$ cat src/rtl/alu_ctrl.sv
// Sequencing controller for the 16-bit ALU slice array: Start/Busy/Done handshake, settle timer, flag capture.
// Optional `ALU_SHIFT_CARRY_EN adds ShC_in so shifts with a non-zero distance load C from the last bit shifted out.
module alu_ctrl #(
  parameter int unsigned SETTLE = 2
) (
`ifdef ALU_SHIFT_CARRY_EN
  input  logic       ShC_in,
`endif
  input  logic       Clock,
  input  logic       nReset,
  input  logic       Start,
  input  logic [3:0] Opcode,
  input  logic [3:0] ShAmt,
  input  logic       FlagEn,
  input  logic       nZ_in,
  input  logic       COut_in,
  input  logic       A_msb,
  input  logic       B_msb,
  input  logic       Res_msb,
  output logic       AND,
  output logic       OR,
  output logic       XOR,
  output logic       NAND,
  output logic       NOR,
  output logic       NOT,
  output logic       SUB,
  output logic       ZeroA,
  output logic       FAOut,
  output logic       ShOut,
  output logic       ShL,
  output logic       ShR,
  output logic       ShB,
  output logic       Sh1,
  output logic       Sh2,
  output logic       Sh4,
  output logic       Sh8,
  output logic       CIn_Slice,
  output logic       Busy,
  output logic       Done,
  output logic       WrEn,
  output logic [3:0] Flags
);

  typedef enum logic [1:0] {
    S_IDLE,
    S_EXEC,
    S_CAPTURE
  } state_e;

  typedef enum logic [3:0] {
    OP_ADD  = 4'd0,
    OP_SUB  = 4'd1,
    OP_AND  = 4'd2,
    OP_OR   = 4'd3,
    OP_XOR  = 4'd4,
    OP_NAND = 4'd5,
    OP_NOR  = 4'd6,
    OP_NOT  = 4'd7,
    OP_LSL  = 4'd8,
    OP_LSR  = 4'd9,
    OP_ASR  = 4'd10,
    OP_CMP  = 4'd11,
    OP_ADC  = 4'd12,
    OP_SBC  = 4'd13,
    OP_MOVB = 4'd14,
    OP_NOP  = 4'd15
  } op_e;

  localparam logic [3:0] CNT_LOAD = 4'(SETTLE - 1);

  // Flag bit positions within {Z,C,N,V}
  localparam int unsigned FZ = 3;
  localparam int unsigned FC = 2;
  localparam int unsigned FN = 1;
  localparam int unsigned FV = 0;

  state_e     state_q, state_d;
  op_e        op_q, op_d;
  logic [3:0] sh_q, sh_d;
  logic       fen_q, fen_d;
  logic       cy_q, cy_d;
  logic [3:0] cnt_q, cnt_d;
  logic [3:0] flags_q, flags_d;

  logic [3:0] flags_upd;
  logic       v_add, v_sub;

  always_ff @(posedge Clock or negedge nReset) begin
    if (!nReset) begin
      state_q <= S_IDLE;
      op_q    <= OP_ADD;
      sh_q    <= '0;
      fen_q   <= 1'b0;
      cy_q    <= 1'b0;
      cnt_q   <= '0;
      flags_q <= '0;
    end else begin
      state_q <= state_d;
      op_q    <= op_d;
      sh_q    <= sh_d;
      fen_q   <= fen_d;
      cy_q    <= cy_d;
      cnt_q   <= cnt_d;
      flags_q <= flags_d;
    end
  end

  // The carry used by ADC/SBC is frozen at the Start edge in cy_q.
  always_comb begin
    state_d = state_q;
    op_d    = op_q;
    sh_d    = sh_q;
    fen_d   = fen_q;
    cy_d    = cy_q;
    cnt_d   = cnt_q;
    flags_d = flags_q;
    case (state_q)
      S_IDLE: begin
        if (Start) begin
          op_d    = op_e'(Opcode);
          sh_d    = ShAmt;
          fen_d   = FlagEn;
          cy_d    = flags_q[FC];
          cnt_d   = CNT_LOAD;
          state_d = S_EXEC;
        end
      end
      S_EXEC: begin
        if (cnt_q == '0) begin
          state_d = S_CAPTURE;
        end else begin
          cnt_d = cnt_q - 4'd1;
        end
      end
      S_CAPTURE: begin
        state_d = S_IDLE;
        if (fen_q) begin
          flags_d = flags_upd;
        end
      end
      default: state_d = S_IDLE;
    endcase
  end

  assign v_add = (A_msb == B_msb) && (Res_msb != A_msb);
  assign v_sub = (A_msb != B_msb) && (Res_msb != A_msb);

  always_comb begin
    flags_upd = flags_q;
    if (op_q != OP_NOP) begin
      flags_upd[FZ] = ~nZ_in;
      flags_upd[FN] = Res_msb;
      case (op_q)
        OP_ADD, OP_ADC, OP_MOVB: begin
          flags_upd[FC] = COut_in;
          flags_upd[FV] = v_add;
        end
        OP_SUB, OP_CMP, OP_SBC: begin
          flags_upd[FC] = COut_in;
          flags_upd[FV] = v_sub;
        end
`ifdef ALU_SHIFT_CARRY_EN
        OP_LSL, OP_LSR, OP_ASR: begin
          if (sh_q != '0) begin
            flags_upd[FC] = ShC_in;
          end
        end
`endif
        default: ;
      endcase
    end
  end

  always_comb begin
    AND       = 1'b0;
    OR        = 1'b0;
    XOR       = 1'b0;
    NAND      = 1'b0;
    NOR       = 1'b0;
    NOT       = 1'b0;
    SUB       = 1'b0;
    ZeroA     = 1'b0;
    FAOut     = 1'b0;
    ShOut     = 1'b0;
    ShL       = 1'b0;
    ShR       = 1'b0;
    ShB       = 1'b0;
    Sh1       = 1'b0;
    Sh2       = 1'b0;
    Sh4       = 1'b0;
    Sh8       = 1'b0;
    CIn_Slice = 1'b0;
    if (state_q != S_IDLE) begin
      case (op_q)
        OP_ADD: FAOut = 1'b1;
        OP_SUB, OP_CMP: begin
          FAOut     = 1'b1;
          SUB       = 1'b1;
          CIn_Slice = 1'b1;
        end
        OP_AND:  AND  = 1'b1;
        OP_OR:   OR   = 1'b1;
        OP_XOR:  XOR  = 1'b1;
        OP_NAND: NAND = 1'b1;
        OP_NOR:  NOR  = 1'b1;
        OP_NOT:  NOT  = 1'b1;
        OP_LSL: begin
          ShOut = 1'b1;
          ShL   = 1'b1;
          {Sh8, Sh4, Sh2, Sh1} = sh_q;
        end
        OP_LSR: begin
          ShOut = 1'b1;
          ShR   = 1'b1;
          {Sh8, Sh4, Sh2, Sh1} = sh_q;
        end
        OP_ASR: begin
          ShOut = 1'b1;
          ShR   = 1'b1;
          ShB   = 1'b1;
          {Sh8, Sh4, Sh2, Sh1} = sh_q;
        end
        OP_ADC: begin
          FAOut     = 1'b1;
          CIn_Slice = cy_q;
        end
        OP_SBC: begin
          FAOut     = 1'b1;
          SUB       = 1'b1;
          CIn_Slice = cy_q;
        end
        OP_MOVB: begin
          FAOut = 1'b1;
          ZeroA = 1'b1;
        end
        default: ;
      endcase
    end
  end

  assign Busy  = (state_q != S_IDLE);
  assign Done  = (state_q == S_CAPTURE);
  assign WrEn  = Done && (op_q != OP_CMP) && (op_q != OP_NOP);
  assign Flags = flags_q;

endmodule

$ cat config.mk
export PLATFORM = sky130hd
export DESIGN_NAME = alu_ctrl
export DESIGN_NICKNAME = d
export VERILOG_FILES = /design/src/rtl/alu_ctrl.sv
export SDC_FILE = /design/constraint.sdc
export NUM_CORES = 1
export LEC_CHECK = 0
export BUFFER_PORTS_ARGS = -buffer_cell sky130_fd_sc_hd__buf_2
export CAP_MARGIN = 20
export CORE_MARGIN = 2
export CORE_UTILIZATION = 40
export DETAILED_ROUTE_END_ITERATION = 12
export GPL_TIMING_DRIVEN = 1
export PLACE_DENSITY = 0.65
export REMOVE_ABC_BUFFERS = 1
export SYNTH_ARGS = -nofsm -noshare
export SYNTH_HDL_FRONTEND = slang
export SYNTH_SLANG_ARGS = --single-unit
$ cat constraint.sdc
create_clock -name Clock -period 4.8 [get_ports Clock]
set_clock_uncertainty 0.1 [all_clocks]
set_input_delay 1.2 -clock Clock [delete_from_list [all_inputs] [get_ports Clock]]
set_output_delay 1.2 -clock Clock [all_outputs]
set_load 0.03 [all_outputs]
Yosys cells after proc, flatten, opt, wreduce, memory -nomap -nowiden
Index checks and enable logic that the tools add are counted.

Logic and storage cells: 101. Bits in latches: 0. Bits of input ports: 17. Output and inout bits: 25. Memories: 0. Register bits after elaboration: 20. ROM bits: 0. Bits in writable memories: 0.

Reduce and logical (&&, ||, !) cells: 23. Magnitude comparators: 0. $mul: 0. Mux-type cells: 43. Shift operators: 0. Divide/modulo/power cells: 0. $add $sub $neg: 1. Eq/ne operators: 24. Bitwise logic cells: 1.

Operators with widths (number): two-way mux 1 bit (35); equality test 4 bit, second input constant (7); equality test 4 x 3 -> 1 bit, second input constant (4); OR reduction 3 bit (3); equality test 4 x 2 -> 1 bit, second input constant (2); logical NOT 4 bit (2); two-way mux 4 bit (2); inequality test 4 bit, second input constant (2); one-hot mux 4 bit (2 select lines) (1); AND reduction 4 bit (2); inequality test 2 bit, second input constant (3); AND reduction 3 bit (2); nonzero test 2 bit (3); OR reduction 2 bit (3); OR reduction 6 bit (1); equality test 4 x 1 -> 1 bit, second input constant (1); logical AND 1 bit (4); two-way mux 2 bit (2); one-hot mux 1 bit (2 select lines) (2); one-hot mux 2 bit (2 select lines) (1); AND reduction 2 bit (2); subtractor 4 x 1 -> 4 bit, second input constant (1); equality test 2 x 1 -> 1 bit, second input constant (1); equality test 2 bit, second input constant (1); 4 further kinds (5).

Longest topological paths before layout
Word-level depth: 4. Depth in mapped cells: 6. Depth with buffers taken out: 6.

Least setup slack after synthesis
OpenSTA, ideal clock, no wires.

Path kind: register -> output. Start point: reg state_q[0]. End point: out NOR. Data required time: 3.500 ns. Setup slack: 1.804 ns. Cell stages (with the launch flop): 5. Data arrival time: 1.696 ns. Path buffers: 0. Path through: dfrtp_1 > nor2_1 > inv_1 > nand3b_1 > nor3b_1.

Longest elaborated chain between the ends: 2.

RTL lines: start, declared (RTL line 77) `state_e state_q, state_d;`; start signal, assigned (RTL line 98) `state_q <= state_d;`; nonzero test 2 bit; via Busy (RTL line 38) `output logic Busy,`; two-way mux 1 bit (RTL line 193) `if (state_q != S_IDLE) begin`; end, declared (RTL line 24) `output logic NOR,`.

The timed path passes the listed nets, and every way through them passes these cells.

Worst setup path after layout
Start point: reg op_q[2]. End point: out ShR.

Longest elaborated chain between the ends: 4. Elaborated cells between the ends (all ways): 5. Those cells by class: eq/ne: 2; mux: 2; reduce/logical: 1.

RTL lines: start, declared (RTL line 78) `op_e op_q, op_d;`; start signal, assigned (RTL line 99) `op_q <= op_d;`; equality test 4 bit (RTL line 194) `case (op_q)`; OR reduction 2 bit (no line) (*); two-way mux 1 bit (*) (RTL line 194); two-way mux 1 bit (*) (RTL line 193); end, declared (RTL line 31) `output logic ShR,`.

Mark *: on every way between the ends. The rest lies on a longest branch, timed or not.

==> flow_results.org <==
** Outcome
- The flow ran to the end, and the final reports show no timing, DRC or antenna violations.

** Yosys
- For this run, the number of Yosys warnings is 0.
- Cell Area, Synth :: 0.00109 mm²
- Post-synthesis sequential area ratio :: between 40% and 50%
- Counting flops and latches in the post-synthesis netlist gives 20.
- Cells after synthesis :: roughly 110
- Counting distinct cell types in the post-synthesis netlist gives 35.
- The average instance in the mapped netlist occupies between 10 and 15 µm².

** Timing
- Final count of negative-setup-slack endpoints :: 0
- Setup total negative slack :: 0 ns
- The final count of pins violating max slew is 0.
- Measured against its own limit, the worst slew margin works out to between 60% and 70%.
- At the pin with the least slew margin, the transition time is 0.519 ns.
- Period utilization :: about two thirds
- Highest Clock Rate :: around 320 MHz
- Clock period minus worst slack :: 3.11 ns
- Final hold violation count :: 0
- Setup repair after global routing missed its margin :: no

** Power and ir drop
- The analysis attributes to cell leakage a power of between 0.0006 and 0.0007 µW.
- IR drop worst, VDD :: ~0.00043 V
- In this run the power density over the cells is 724 mW/mm².

** Setup path
- STA classifies the critical path startpoint as a flip-flop.
- Reg2reg path depth :: 3
- Required time at the worst-slack endpoint :: roughly 3.5 ns
- Data arrives at the worst endpoint at 1.81 ns.
- Along the worst path, the maximum fanout reaches 12.
- Kind of end point of the critical path :: primary output
- By startpoint and endpoint, the worst setup path is classified as flip-flop to primary output.

** Route
- Detailed Routing Iterations Pass 1 :: 4
- Top metal layer carrying routed signals :: met4
- For this run, design rule violations remaining after detail routing come to 0.
- Avg WL per Cell :: approximately 13 µm
- After detailed routing, the met3 layer carries about 120 µm of wire.
- After detailed routing, the met2 layer carries 1.01 mm of wire.
- In this run the remaining antenna-violating nets after routing total 0.
- Met1 wire length :: 1.04 mm
- Vias after detailed routing :: 912
- Via-per-instance ratio :: between 5 and 6
- After the first detailed-routing iteration, the DRC count stood at 28.
- The routed design has about 2.2 mm of wire.

** Global routing
- Overflow left after global routing :: 0
- Global-route wire length before repair :: 3.78 mm
- The number of antenna violations at the first check in global routing came to 0.
- The via count of the first global-routing pass was 824.
- GRT Total Usage :: 15.1%
- Maximum number of pins on one net before global-route repair :: 21

** Clock network
- Htree depth :: 1
- Clock-pin slew was measured on the worst setup and hold paths at approximately 0.11 ns.
- Count of buffers added by post-CTS timing repair for setup :: 0
- Clock tree from TritonCTS :: yes
- TritonCTS buffer count :: 3
- Hold_buf cts :: 0
- Root buffer cell :: sky130_fd_sc_hd__clkbuf_4
- Maximum clock path buffer count :: 2
- The clock net in this run drives a total of 20 sinks.
- Clock latency on the worst-skew pair :: between 0.2 and 0.3 ns
- Post-CTS repair changed the size of 0 cells.

** Floorplanning
- Number of rows created at floorplan :: 18
- Starting density of the core :: a little over two fifths
- Core area :: roughly 0.0025 mm²
- Number of I/O pins :: between 40 and 50
- DIE WIDTH :: 56.3 µm
- The die is between 50 and 60 µm tall.
- Floorplan die area :: about 0.0032 mm²

** Final layout
- For this run, the post-layout net count is between 150 and 200.
- 0 antenna diodes ended up in the layout.
- Final-layout fill cell count :: ~240
- Leaving out fill and tap cells, the most frequent cell in the layout is sky130_fd_sc_hd__buf_2.
- Share of cells above drive strength 1 :: 41.1%
- Relative to the synthesized area, the layout overhead comes to 23.2%.
- The finished cells cover approximately 0.0013 mm².
- Most frequent cells in the layout :: 41 x sky130_fd_sc_hd__buf_2, 20 x sky130_fd_sc_hd__dfrtp_1, 13 x sky130_fd_sc_hd__nor2_1, 12 x sky130_fd_sc_hd__mux2_2, 6 x sky130_fd_sc_hd__and2_1

** Placement
- Placed inst area :: 0.00131 mm²
- Global placement routability congestion :: slightly below 0.8
- Number of port buffers :: 41
- Half-perimeter wire length of the detailed placement result :: 1.73 mm

** Min path
- The worst hold path passes through 2 cells.
- Worst Hold Class :: flip-flop to flip-flop

** Run
- Max-cap violation count :: 0
[cell usage after synthesis]
library cell | count | area share (%)
sky130_fd_sc_hd__nor2b_1 | 2 | 1.1
sky130_fd_sc_hd__o21a_1 | 1 | 0.69
sky130_fd_sc_hd__xor2_1 | 3 | 2.4
sky130_fd_sc_hd__mux2_2 | 12 | 12
sky130_fd_sc_hd__clkbuf_1 | 2 | 0.69
sky130_fd_sc_hd__o211a_1 | 1 | 0.92
sky130_fd_sc_hd__and2_1 | 6 | 3.4
sky130_fd_sc_hd__o21ai_0 | 2 | 0.92
sky130_fd_sc_hd__nor3_1 | 3 | 1.4
sky130_fd_sc_hd__a311oi_1 | 1 | 0.80
sky130_fd_sc_hd__buf_4 | 1 | 0.69
sky130_fd_sc_hd__nand3_1 | 4 | 1.8
sky130_fd_sc_hd__xnor2_1 | 2 | 1.6
sky130_fd_sc_hd__nor4_1 | 2 | 1.1
sky130_fd_sc_hd__nand2b_1 | 2 | 1.1
sky130_fd_sc_hd__a31oi_1 | 1 | 0.57
sky130_fd_sc_hd__nand4b_1 | 1 | 0.80
sky130_fd_sc_hd__nor2_1 | 13 | 4.5
sky130_fd_sc_hd__nand2_1 | 4 | 1.4
sky130_fd_sc_hd__dfrtp_1 | 20 | 46
sky130_fd_sc_hd__nor3b_1 | 2 | 1.4
sky130_fd_sc_hd__or3b_2 | 1 | 0.80
sky130_fd_sc_hd__nor3b_2 | 1 | 1.1
sky130_fd_sc_hd__a21o_1 | 1 | 0.69
sky130_fd_sc_hd__buf_2 | 2 | 0.92
sky130_fd_sc_hd__ha_1 | 1 | 1.1
sky130_fd_sc_hd__or2_1 | 1 | 0.57
sky130_fd_sc_hd__mux2i_1 | 1 | 0.92
sky130_fd_sc_hd__o211ai_1 | 1 | 0.69
sky130_fd_sc_hd__inv_1 | 3 | 1.0
sky130_fd_sc_hd__o41ai_2 | 1 | 1.5
sky130_fd_sc_hd__a21oi_1 | 2 | 0.92
sky130_fd_sc_hd__and3_1 | 2 | 1.1
sky130_fd_sc_hd__mux2_1 | 1 | 1.0
sky130_fd_sc_hd__nand3b_1 | 3 | 2.1
[where the power goes]
group / total (µW) / internal, µW / switching, µW
combinational: 533 / 211 / 322
clock: 94.3 / 46.2 / 48.1
sequential: 348 / 249 / 98.9
[flip-flops by register name, summed over array words and instances, names as in the netlist]
name / count
cy_q: 1
op_q: 4
state_q: 2
sh_q: 4
cnt_q: 4
fen_q: 1
Flags: 4
[layout make-up]
class | count | area, µm² | area share (%)
Multi-Input combinational cell | 78 | 557 | 41.3
Sequential cell | 20 | 500 | 37.1
Timing Repair Buffer | 41 | 205 | 15.2
Tap cell | 30 | 37.5 | 2.79
Clock buffer | 4 | 36.3 | 2.69
Inverter | 3 | 11.3 | 0.836
[routing by layer]
metal  up-vias  GRT usage (%)
met3         6           2.53
met2        32           23.7
met1       420           20.8
met5         -              0
met4         0           5.78
li1        454              -
[kinds of logic after synthesis]
| kind of cell | Yosys count | synth area share, % |
|---|---|---|
| mux | 14 | 14.3 |
| fa+ha+maj | 1 | 1.14 |
| simple gates | 47 | 23.8 |
| flops | 20 | 45.8 |
| xor+xnor | 5 | 4.01 |
| compound gates | 11 | 7.67 |
| buf+inv | 8 | 3.32 |
[metrics by stage]
| step | hold slack [ns] | utilization (%) | cells | setup slack, ns | power [µW] |
|---|---|---|---|---|---|
| after CTS | 0.393 | 52.9 | 176 | 1.69 | 984 |
| final | 0.390 | 52.9 | 176 | 1.69 | 976 |
| after global routing | 0.434 | 52.9 | 176 | 1.54 | 1050 |
| after floorplan | 0.372 | - | 101 | 1.80 | 741 |
| after detailed placement | 0.369 | 51.5 | 172 | 2.04 | 888 |
| after global placement | 0.366 | 51.5 | 172 | 2.02 | 876 |
[worst max-delay path, stage by stage (launching register included)]
cell and delay [ns]:
sky130_fd_sc_hd__dfrtp_1 0.52, sky130_fd_sc_hd__nand2b_1 0.26, sky130_fd_sc_hd__nor3b_2 0.37, sky130_fd_sc_hd__o21a_1 0.18, sky130_fd_sc_hd__buf_2 0.19
[worst paths after layout]
check | from | slack, ns | end
max in group asynchronous | nReset | 3.57 | Flags[2]$_DFFE_PN0P_
hold / removal | Flags[3]$_DFFE_PN0P_ | 0.39 | Flags[3]$_DFFE_PN0P_
hold reg to reg | Flags[3]$_DFFE_PN0P_ | 0.39 | Flags[3]$_DFFE_PN0P_
min in group asynchronous | nReset | 0.73 | state_q[0]$_DFFE_PN0P_
setup reg to reg | state_q[0]$_DFFE_PN0P_ | 2.84 | cy_q$_DFFE_PN0P_
setup / recovery | op_q[2]$_DFFE_PN0P_ | 1.69 | ShR
(Power assumes the default switching activity.)
